--- src/rtl/rv_ctrl_pkg.sv ---
// Shared encodings for the multicycle RV32I control unit: ALU codes, opcodes,
// FSM states, immediate types and datapath mux selects.
package rv_ctrl_pkg;

  localparam int unsigned OP_W    = 7;
  localparam int unsigned STATE_W = 4;
  localparam int unsigned ALU_W   = 4;

  typedef enum logic [ALU_W-1:0] {
    ALU_ADD  = 4'b0000,
    ALU_SUB  = 4'b0001,
    ALU_XOR  = 4'b0010,
    ALU_OR   = 4'b0011,
    ALU_AND  = 4'b0100,
    ALU_SLL  = 4'b0101,
    ALU_SRL  = 4'b0110,
    ALU_SRA  = 4'b0111,
    ALU_SLT  = 4'b1000,
    ALU_SLTU = 4'b1001
  } alu_op_e;

  localparam logic [OP_W-1:0] OP_LOAD   = 7'b0000011;
  localparam logic [OP_W-1:0] OP_STORE  = 7'b0100011;
  localparam logic [OP_W-1:0] OP_R      = 7'b0110011;
  localparam logic [OP_W-1:0] OP_I      = 7'b0010011;
  localparam logic [OP_W-1:0] OP_BRANCH = 7'b1100011;
  localparam logic [OP_W-1:0] OP_JAL    = 7'b1101111;
  localparam logic [OP_W-1:0] OP_JALR   = 7'b1100111;
  localparam logic [OP_W-1:0] OP_LUI    = 7'b0110111;
  localparam logic [OP_W-1:0] OP_AUIPC  = 7'b0010111;

  typedef enum logic [STATE_W-1:0] {
    S_FETCH    = 4'd0,
    S_DECODE   = 4'd1,
    S_MEMADR   = 4'd2,
    S_MEMREAD  = 4'd3,
    S_MEMWRITE = 4'd4,
    S_MEMWB    = 4'd5,
    S_EXECR    = 4'd6,
    S_EXECI    = 4'd7,
    S_ALUWB    = 4'd8,
    S_BRANCH   = 4'd9,
    S_JAL      = 4'd10,
    S_JALR     = 4'd11,
    S_LINK     = 4'd12,
    S_LUI      = 4'd13,
    S_TRAP     = 4'd14
  } state_e;

  typedef enum logic [2:0] {
    IMM_I = 3'b000,
    IMM_S = 3'b001,
    IMM_B = 3'b010,
    IMM_J = 3'b011,
    IMM_U = 3'b100
  } imm_e;

  typedef enum logic [1:0] {
    SRCA_PC    = 2'b00,
    SRCA_OLDPC = 2'b01,
    SRCA_RS1   = 2'b10,
    SRCA_ZERO  = 2'b11
  } srca_e;

  typedef enum logic [1:0] {
    SRCB_RS2  = 2'b00,
    SRCB_IMM  = 2'b01,
    SRCB_FOUR = 2'b10
  } srcb_e;

  typedef enum logic [1:0] {
    RES_ALUOUT    = 2'b00,
    RES_RDATA     = 2'b01,
    RES_ALURESULT = 2'b10
  } res_e;

  // Which flavour of ALU decode the current state asks for.
  typedef enum logic [1:0] {
    CLS_ADD    = 2'b00,
    CLS_ALU    = 2'b01,
    CLS_BRANCH = 2'b10
  } alu_cls_e;

  // Immediate format selected by opcode alone; unknown opcodes fall back to I.
  function automatic logic [2:0] imm_sel(input logic [OP_W-1:0] op);
    logic [2:0] sel;
    case (op)
      OP_STORE:          sel = IMM_S;
      OP_BRANCH:         sel = IMM_B;
      OP_JAL:            sel = IMM_J;
      OP_LUI, OP_AUIPC:  sel = IMM_U;
      default:           sel = IMM_I;
    endcase
    return sel;
  endfunction

endpackage

--- src/rtl/alu_decoder.sv ---
// Combinational ALU operation decode.
//   op, funct3, funct7b5 : instruction fields
//   cls                  : decode flavour from the FSM (add / alu / branch)
//   alu_control          : 4-bit ALU operation code
//   branch_illegal       : branch funct3 has no defined comparison
module alu_decoder
  import rv_ctrl_pkg::*;
(
  input  logic [OP_W-1:0]  op,
  input  logic [2:0]       funct3,
  input  logic             funct7b5,
  input  logic [1:0]       cls,
  output logic [ALU_W-1:0] alu_control,
  output logic             branch_illegal
);

  always_comb begin
    alu_control    = ALU_ADD;
    branch_illegal = 1'b0;
    if (cls == CLS_ALU) begin
      case (funct3)
        // Immediate forms carry imm[10] in bit 30, so SUB only for R-type.
        3'b000:  alu_control = (op == OP_R && funct7b5) ? ALU_SUB : ALU_ADD;
        3'b001:  alu_control = ALU_SLL;
        3'b010:  alu_control = ALU_SLT;
        3'b011:  alu_control = ALU_SLTU;
        3'b100:  alu_control = ALU_XOR;
        3'b101:  alu_control = funct7b5 ? ALU_SRA : ALU_SRL;
        3'b110:  alu_control = ALU_OR;
        default: alu_control = ALU_AND;
      endcase
    end else if (cls == CLS_BRANCH) begin
      case (funct3)
        3'b000, 3'b001: alu_control = ALU_SUB;
        3'b100, 3'b101: alu_control = ALU_SLT;
        3'b110, 3'b111: alu_control = ALU_SLTU;
        default:        branch_illegal = 1'b1;
      endcase
    end
  end

endmodule

--- src/rtl/multicycle_controller.sv ---
// Moore sequencing FSM for the multicycle RV32I datapath.
//   clk, rst_n           : clock, async active-low reset
//   op/funct3/funct7b5   : instruction fields
//   zero, alu_lsb        : ALU status for branch resolution
//   mem_ready            : memory access completes this cycle
//   alu_control          : ALU operation code
//   alu_src_a/b          : ALU operand selects
//   result_src, imm_src  : result mux and immediate format
//   adr_src              : memory address select
//   ir_write, pc_write, mem_write, reg_write : write enables
//   illegal              : sticky illegal-instruction flag (held until reset)
module multicycle_controller
  import rv_ctrl_pkg::*;
(
  input  logic             clk,
  input  logic             rst_n,
  input  logic [OP_W-1:0]  op,
  input  logic [2:0]       funct3,
  input  logic             funct7b5,
  input  logic             zero,
  input  logic             alu_lsb,
  input  logic             mem_ready,
  output logic [ALU_W-1:0] alu_control,
  output logic [1:0]       alu_src_a,
  output logic [1:0]       alu_src_b,
  output logic [1:0]       result_src,
  output logic [2:0]       imm_src,
  output logic             adr_src,
  output logic             ir_write,
  output logic             pc_write,
  output logic             mem_write,
  output logic             reg_write,
  output logic             illegal
);

  state_e     state_q, state_d;
  logic [1:0] cls;
  logic       branch_illegal;
  logic       ir_en, pc_en, mw_en, rw_en;

  // State register.
  always_ff @(posedge clk or negedge rst_n) begin
    if (!rst_n) state_q <= S_FETCH;
    else        state_q <= state_d;
  end

  // Decode flavour depends on state only, kept apart from the main block.
  always_comb begin
    cls = CLS_ADD;
    if (state_q == S_EXECR || state_q == S_EXECI) cls = CLS_ALU;
    else if (state_q == S_BRANCH)                 cls = CLS_BRANCH;
  end

  alu_decoder u_alu_decoder (
    .op             (op),
    .funct3         (funct3),
    .funct7b5       (funct7b5),
    .cls            (cls),
    .alu_control    (alu_control),
    .branch_illegal (branch_illegal)
  );

  // Next state and datapath controls.
  always_comb begin
    state_d    = state_q;
    alu_src_a  = SRCA_PC;
    alu_src_b  = SRCB_RS2;
    result_src = RES_ALUOUT;
    adr_src    = 1'b0;
    ir_en      = 1'b0;
    pc_en      = 1'b0;
    mw_en      = 1'b0;
    rw_en      = 1'b0;
    case (state_q)
      S_FETCH: begin
        alu_src_b  = SRCB_FOUR;
        result_src = RES_ALURESULT;
        if (mem_ready) begin
          ir_en   = 1'b1;
          pc_en   = 1'b1;
          state_d = S_DECODE;
        end
      end
      S_DECODE: begin
        alu_src_a = SRCA_OLDPC;
        alu_src_b = SRCB_IMM;
        case (op)
          OP_LOAD, OP_STORE: state_d = S_MEMADR;
          OP_R:              state_d = S_EXECR;
          OP_I:              state_d = S_EXECI;
          OP_BRANCH:         state_d = S_BRANCH;
          OP_JAL:            state_d = S_JAL;
          OP_JALR:           state_d = S_JALR;
          OP_LUI:            state_d = S_LUI;
          OP_AUIPC:          state_d = S_ALUWB;
          default:           state_d = S_TRAP;
        endcase
      end
      S_MEMADR: begin
        alu_src_a = SRCA_RS1;
        alu_src_b = SRCB_IMM;
        if (funct3 != 3'b010)  state_d = S_TRAP;
        else if (op == OP_LOAD) state_d = S_MEMREAD;
        else                    state_d = S_MEMWRITE;
      end
      S_MEMREAD: begin
        adr_src = 1'b1;
        if (mem_ready) state_d = S_MEMWB;
      end
      S_MEMWRITE: begin
        adr_src = 1'b1;
        mw_en   = 1'b1;
        if (mem_ready) state_d = S_FETCH;
      end
      S_MEMWB: begin
        result_src = RES_RDATA;
        rw_en      = 1'b1;
        state_d    = S_FETCH;
      end
      S_EXECR: begin
        alu_src_a = SRCA_RS1;
        state_d   = S_ALUWB;
      end
      S_EXECI: begin
        alu_src_a = SRCA_RS1;
        alu_src_b = SRCB_IMM;
        state_d   = S_ALUWB;
      end
      S_ALUWB: begin
        rw_en   = 1'b1;
        state_d = S_FETCH;
      end
      S_BRANCH: begin
        alu_src_a = SRCA_RS1;
        // funct3[2] picks the less-than flag over zero; funct3[0] inverts.
        pc_en   = !branch_illegal && ((funct3[2] ? alu_lsb : zero) ^ funct3[0]);
        state_d = branch_illegal ? S_TRAP : S_FETCH;
      end
      S_JAL: begin
        alu_src_a = SRCA_OLDPC;
        alu_src_b = SRCB_FOUR;
        pc_en     = 1'b1;
        state_d   = S_ALUWB;
      end
      S_JALR: begin
        alu_src_a  = SRCA_RS1;
        alu_src_b  = SRCB_IMM;
        result_src = RES_ALURESULT;
        pc_en      = 1'b1;
        state_d    = S_LINK;
      end
      S_LINK: begin
        alu_src_a  = SRCA_OLDPC;
        alu_src_b  = SRCB_FOUR;
        result_src = RES_ALURESULT;
        rw_en      = 1'b1;
        state_d    = S_FETCH;
      end
      S_LUI: begin
        alu_src_a = SRCA_ZERO;
        alu_src_b = SRCB_IMM;
        state_d   = S_ALUWB;
      end
      S_TRAP:  state_d = S_TRAP;
      default: state_d = S_FETCH;
    endcase
  end

  assign imm_src = imm_sel(op);
  assign illegal = (state_q == S_TRAP);

  // Enables are suppressed for the whole time reset is held.
  assign ir_write  = ir_en & rst_n;
  assign pc_write  = pc_en & rst_n;
  assign mem_write = mw_en & rst_n;
  assign reg_write = rw_en & rst_n;

endmodule

--- config.mk ---
export PLATFORM = sky130hd
export DESIGN_NAME = multicycle_controller
export DESIGN_NICKNAME = d
export VERILOG_FILES = /design/src/rtl/rv_ctrl_pkg.sv /design/src/rtl/alu_decoder.sv /design/src/rtl/multicycle_controller.sv
export SDC_FILE = /design/constraint.sdc
export NUM_CORES = 1
export LEC_CHECK = 0
export ABC_AREA = 1
export BUFFER_PORTS_ARGS = -buffer_cell sky130_fd_sc_hd__buf_4
export CORE_UTILIZATION = 42
export CTS_CLUSTER_DIAMETER = 60
export DETAILED_ROUTE_END_ITERATION = 7
export PLACE_DENSITY = 0.75
export SETUP_SLACK_MARGIN = 0.15
export SYNTH_ARGS = -nofsm -noshare
export SYNTH_HDL_FRONTEND = slang
export SYNTH_SLANG_ARGS = --single-unit
export TNS_END_PERCENT = 1
--- constraint.sdc ---
create_clock -name clk -period 1.5 [get_ports clk]
set_input_delay 0.45 -clock clk [delete_from_list [all_inputs] [get_ports clk]]
set_output_delay 0.45 -clock clk [all_outputs]
set_load 0.02 [all_outputs]
Yosys cells after proc, flatten, opt, wreduce, memory -nomap -nowiden --
Cells that the tools add are included.
Operators by class: equal/unequal tests 36, multiplexer cells 30, bitwise gates (word level) 5, reductions and logical operators 22
Operator list (count):
- $pmux W4 S9 | 1
- $pmux W4 S8 | 1
- $eq A4 B4 Y1 const B | 7
- $mux W4 | 7
- $pmux W4 S7 | 1
- $eq A7 B6 Y1 const B | 3
- $eq A7 B7 Y1 const B | 3
- $eq A4 B3 Y1 const B | 4
- $eq A7 B5 Y1 const B | 2
- $reduce_or A2 Y1 | 7
- $eq A3 B3 Y1 const B | 4
- $pmux W3 S4 | 1
- $pmux W4 S3 | 1
- $reduce_or A3 Y1 | 4
- $mux W1 | 11
- $reduce_or A5 Y1 | 2
- $eq A4 B2 Y1 const B | 2
- $pmux W2 S2 | 2
- $eq A7 B2 Y1 const B | 1
- $eq A3 B2 Y1 const B | 2
- $ne A2 B2 Y1 const B | 3
- $pmux W2 S3 | 1
- $reduce_or A6 Y1 | 1
- $and A1 B1 Y1 | 4
- 16 further kinds | 18
Word-level totals: register bits after elaboration 4, input bits 16, output and inout bits 19, logic and storage cells 94

Longest topological paths before layout --
word-level depth 10, mapped depth 12, depth with buffers taken out 12

Modules after synthesis --
From an unflattened synthesis, not the netlist that was laid out.
Second synthesis, totals: cell total of the unflattened synthesis 165, area total of the unflattened synthesis 890.9 µm²
By module, submodules not included:
- multicycle_controller | times used 1, cells an instance 128, area an instance 703.2 µm², sequential area each 100.1 µm²
- alu_decoder | times used 1, cells an instance 37, area an instance 187.7 µm², sequential area each 0.0 µm²

Worst setup path after synthesis --
OpenSTA, ideal clock, no wires.
kind flip-flop to output port, start register state_q[0], end output reg_write, data arrival time 1.376 ns, required time 1.050 ns, path slack -0.326 ns, stages on the path, launching flop included 7, buffers on the path 0, path through dfrtp_1 -> inv_2 -> nor2_2 -> inv_2 -> nor2_1 -> nor2_1 -> nor2_1
On the way: longest elaborated chain between the ends 4, elaborated cells on any way between the ends 6, those cells by class eq/ne: 3; mux: 1; bitwise: 1; reduce/logical: 1
Ends and longest elaborated chain:
- start: declaration | line multicycle_controller.sv:36 | state_e state_q, state_d;
- start signal: assignment | line multicycle_controller.sv:44 | else state_q <= state_d;
- $eq A4 B4 Y1 / $eq A4 B3 Y1 (equally long branches) | line multicycle_controller.sv:74 | case (state_q)
- $reduce_or A3 Y1 (no line) (*)
- $mux W1 (*) | line multicycle_controller.sv:74
- $and A1 B1 Y1 (*) | line multicycle_controller.sv:176 | assign reg_write = rw_en & rst_n;
- end: declaration | line multicycle_controller.sv:32 | output logic reg_write,
Every way passes the cells marked *; elsewhere a longest branch is shown, timed or not.

Worst setup path in the final report --
start register state_q[1], end output pc_write
On the way: longest elaborated chain between the ends 10, elaborated cells on any way between the ends 18, those cells by class eq/ne: 7; mux: 5; bitwise: 1; reduce/logical: 5
Ends and longest elaborated chain:
- $eq A4 B4 Y1 / $eq A4 B3 Y1 (equally long branches) | line multicycle_controller.sv:51, multicycle_controller.sv:74, multicycle_controller.sv:50
- $mux W2 / $logic_or A1 B1 Y1 (equally long branches) | line multicycle_controller.sv:51, multicycle_controller.sv:50
- $mux W2 | line multicycle_controller.sv:50 | if (state_q == S_EXECR || state_q == S_EXECI) cls = CLS_ALU;
- $eq A2 B2 Y1 | line alu_decoder.sv:32 | end else if (cls == CLS_BRANCH) begin
- $mux W1 | line alu_decoder.sv:32
- $mux W1 | line alu_decoder.sv:20 | if (cls == CLS_ALU) begin
- $logic_not A1 Y1 | line multicycle_controller.sv:136 | pc_en = !branch_illegal && ((funct3[2] ? alu_lsb : zero) ^ funct3[0]);
- $logic_and A1 B1 Y1 | line multicycle_controller.sv:136
- $pmux W1 S3 (*) | line multicycle_controller.sv:74
- $and A1 B1 Y1 (*) | line multicycle_controller.sv:174 | assign pc_write = pc_en & rst_n;
- end: declaration | line multicycle_controller.sv:30 | output logic pc_write,
Marked as above.

==> flow_summary_export.csv <==
group,metric,value,unit
synthesis,synth_cells,152,
clocking,root_buffer,"clkbuf_4",
worst_setup_path,crit_chain,"inv_4 > nand2_4 > nor2_4 > nand2_2 > a31oi_4 > buf_6",
die,die_area,2098,µm²
clocking,insertion_delay,0.23,ns
worst_setup_path,r2r_cells,9,
worst_setup_path,slowest_delay,0.46,ns
cells_and_area,nets,251,
outcome,status,"finished with violations",
timing,finalClockSkew,0.001037,ns
timing,relSlewSlack,83.56,%
worst_setup_path,cp_max_fo,5,
global_route,antenna_found_initial,0,
power,power_leakage,0.0008609,µW
timing,fmax,0.5307,GHz
cells_and_area,layout_commonest_cell,"buf_4",
timing,finalSetupViolCount,19,
worst_setup_path,worstPathArrival,1.43,ns
die,ioPinCount,35,
detailed_routing,via_per_inst,5.047,
die,rows,15,
placed_design,hpwlAfterDp,2.270,mm
cells_and_area,largest-register,"state_q",
clocking,tritoncts,"built",
synthesis,synth.distinct_cells,21,
timing,worstMarginPinSlew,0.2464,ns
cells_and_area,final_util,91.63,%
synthesis,syn_area_per_cell,5.301,µm²
min_path,min_path_type,"input port to asynchronous set/reset pin",
detailed_routing,ant_nets,0,
timing,rsz0062_at_grt,"yes",
power,p_per_area,1398,nW/µm²
worst_setup_path,critPathCaptureType,"output pin",
timing,fin_ws,-0.3844,ns
global_route,grt_pass1_wl,4.933,mm
cells_and_area,largest_reg_flops,4,
global_route,overflow,0,
synthesis,ys_warn_count,0,
worst_setup_path,worstReg2RegStart,"state_q[1]$_DFFE_PN0P_",
worst_setup_path,required,1.05,ns
synthesis,syn_area,805.8,µm²
timing,post-route-min-period,1.884,ns
cells_and_area,nFillCells,77,
timing,hold_viol,0,
flow_run,drv_cap,0,
cells_and_area,diodes,0,
timing,fin_crit_sh,125.6,%
worst_setup_path,critPathLaunchType,"flip-flop",
clocking,clkSlewWorstSetupHoldPaths,0.04,ns
timing,finalMaxSlewViolations,0,
cells_and_area,area_growth,100.6,%
global_route,grt_pass1_vias,1194,
global_route,grt_max_degree,7,
cells_and_area,final_cell_mix,"buf_4 (68), nand2_1 (42), nor2_2 (15)",
die,start_util,45.67,%
placed_design,placedInstanceArea,1458,µm²
placed_design,io_buffers,34,
worst_setup_path,rr_endpoint,"state_q[0]$_DFFE_PN0P_",
cells_and_area,largestRegisters,"state_q (4)",
placed_design,gp_congestion,0.8456,
power,irDropWorstVdd,1.430,mV
outcome,violations,"negative setup slack",
detailed_routing,drcViolationCount,0,
cells_and_area,drive_gt1_share,58.37,%
clocking,htree_num_levels,1,
clocking,cts_inserted_buffers,3,
die,die_h,45.80,µm
detailed_routing,vias,1302,
worst_setup_path,critPathTopFamily,"flip-flops",
die,die_w,45.80,µm
worst_setup_path,rrSetupSlack,0.01,ns
die,fp.coreArea,1764,µm²
synthesis,ys_seq_area_share,12.42,%
clocking,cts_hold_buf,0,
power,power,2260,µW
worst_setup_path,cpMaxStageDelayCell,"dfrtp_2",
synthesis,synth-seq-cells,4,
cells_and_area,fin_area,1617,µm²
synthesis,syn_nets,168,
worst_setup_path,crit_buf_inv,2,
detailed_routing,routedWlPerCell,13.60,µm
worst_setup_path,crit_type,"flip-flop to output pin",
detailed_routing,wirelength,3.508,mm
clocking,max-clock-path-buffers,2,
clocking,clock_sinks,4,
detailed_routing,dr.pass1.iters,5,
global_route,grt_use_total,32.47,%
detailed_routing,drtIter0Drc,34,
cell usage after synthesis:
library cell,n,area (µm²)
inv_2,11,41.29
nand2_2,3,18.77
nor3_2,1,10.01
a31oi_1,2,12.51
o21ai_1,4,20.02
nand4_1,3,18.77
o2111ai_1,3,26.28
o21ai_0,4,20.02
nor3_1,3,15.01
nor2_4,5,56.30
nor2_8,1,20.02
dfrtp_1,4,100.1
nand2_4,1,11.26
xnor2_1,1,8.760
nand3_1,9,45.04
clkinv_1,1,3.750
a21oi_1,4,20.02
nor2_2,5,31.28
inv_1,14,52.55
nor2_1,27,101.4
nand2_1,46,172.7
power by group:
part,internal [µW],total [µW],switching (µW)
sequential,160,232,71.7
clock,89.6,134,44.7
combinational,826,1890,1070
total,1080,2260,1180
per-layer routing:
layer | wire length (µm) | global-route usage [%] | vias to the layer above
li1 | - | - | 646
met1 | 1402 | 36.26 | 584
met2 | 1842 | 61.14 | 55
met3 | 166 | 3.968 | 17
met4 | 96 | 12.94 | 0
met5 | 0 | 0 | -
worst register-to-register path: cells and delay by family (launching register included):
kind            cells  cell delay, ns
compound gates      1            0.15
buf+inv             3            0.36
flops               1            0.46
simple gates        5            0.45
logic make-up after synthesis:
group	count (synthesis)	synth area share, %
AND/OR/NAND/NOR	104	62.11
flip-flops	4	12.42
AO/OA/AOI/OAI	17	12.27
XOR/XNOR	1	1.087
buffers and inverters	26	12.11
layout make-up:
type	count	area [µm²]	share of cell area, %
tap	25	31.28	1.935
multi-input combinational	122	729.5	45.12
inverter	26	107.6	6.656
timing repair buffer	78	623.1	38.54
sequential	4	102.6	6.347
clock buffer	3	22.52	1.393
repair_timing:
action                                  CTS  global route
buffers inserted                          3             0
endpoints found under the setup margin   22            23
resized for setup                        22            14
pin swaps                                 8             2
through the flow:
step,hold WS [ns],worst slack (ns),setup TNS [ns],cells
2_1_floorplan,0.1544,-0.08921,-0.5633,152
3_3_place_gp,0.3383,-0.3207,-2.327,252
3_5_place_dp,0.3417,-0.3767,-2.799,252
4_1_cts,0.09922,-0.3524,-4.738,258
5_1_grt,0.1031,-0.4370,-6.576,258
6_report,0.1036,-0.3844,-5.563,258
worst max path at each step:
stage,start,end,slack (ns),cells past startpoint
floorplan,state_q[0]$_DFFE_PN0P_,pc_write,-0.09,6
global placement,funct3[2],pc_write,-0.32,9
detailed placement,funct3[2],pc_write,-0.38,9
global route,state_q[1]$_DFFE_PN0P_,pc_write,-0.44,6
CTS,state_q[1]$_DFFE_PN0P_,pc_write,-0.35,6
finish,state_q[1]$_DFFE_PN0P_,pc_write,-0.38,6
No activity file was read; power rests on OpenSTA's default activity.
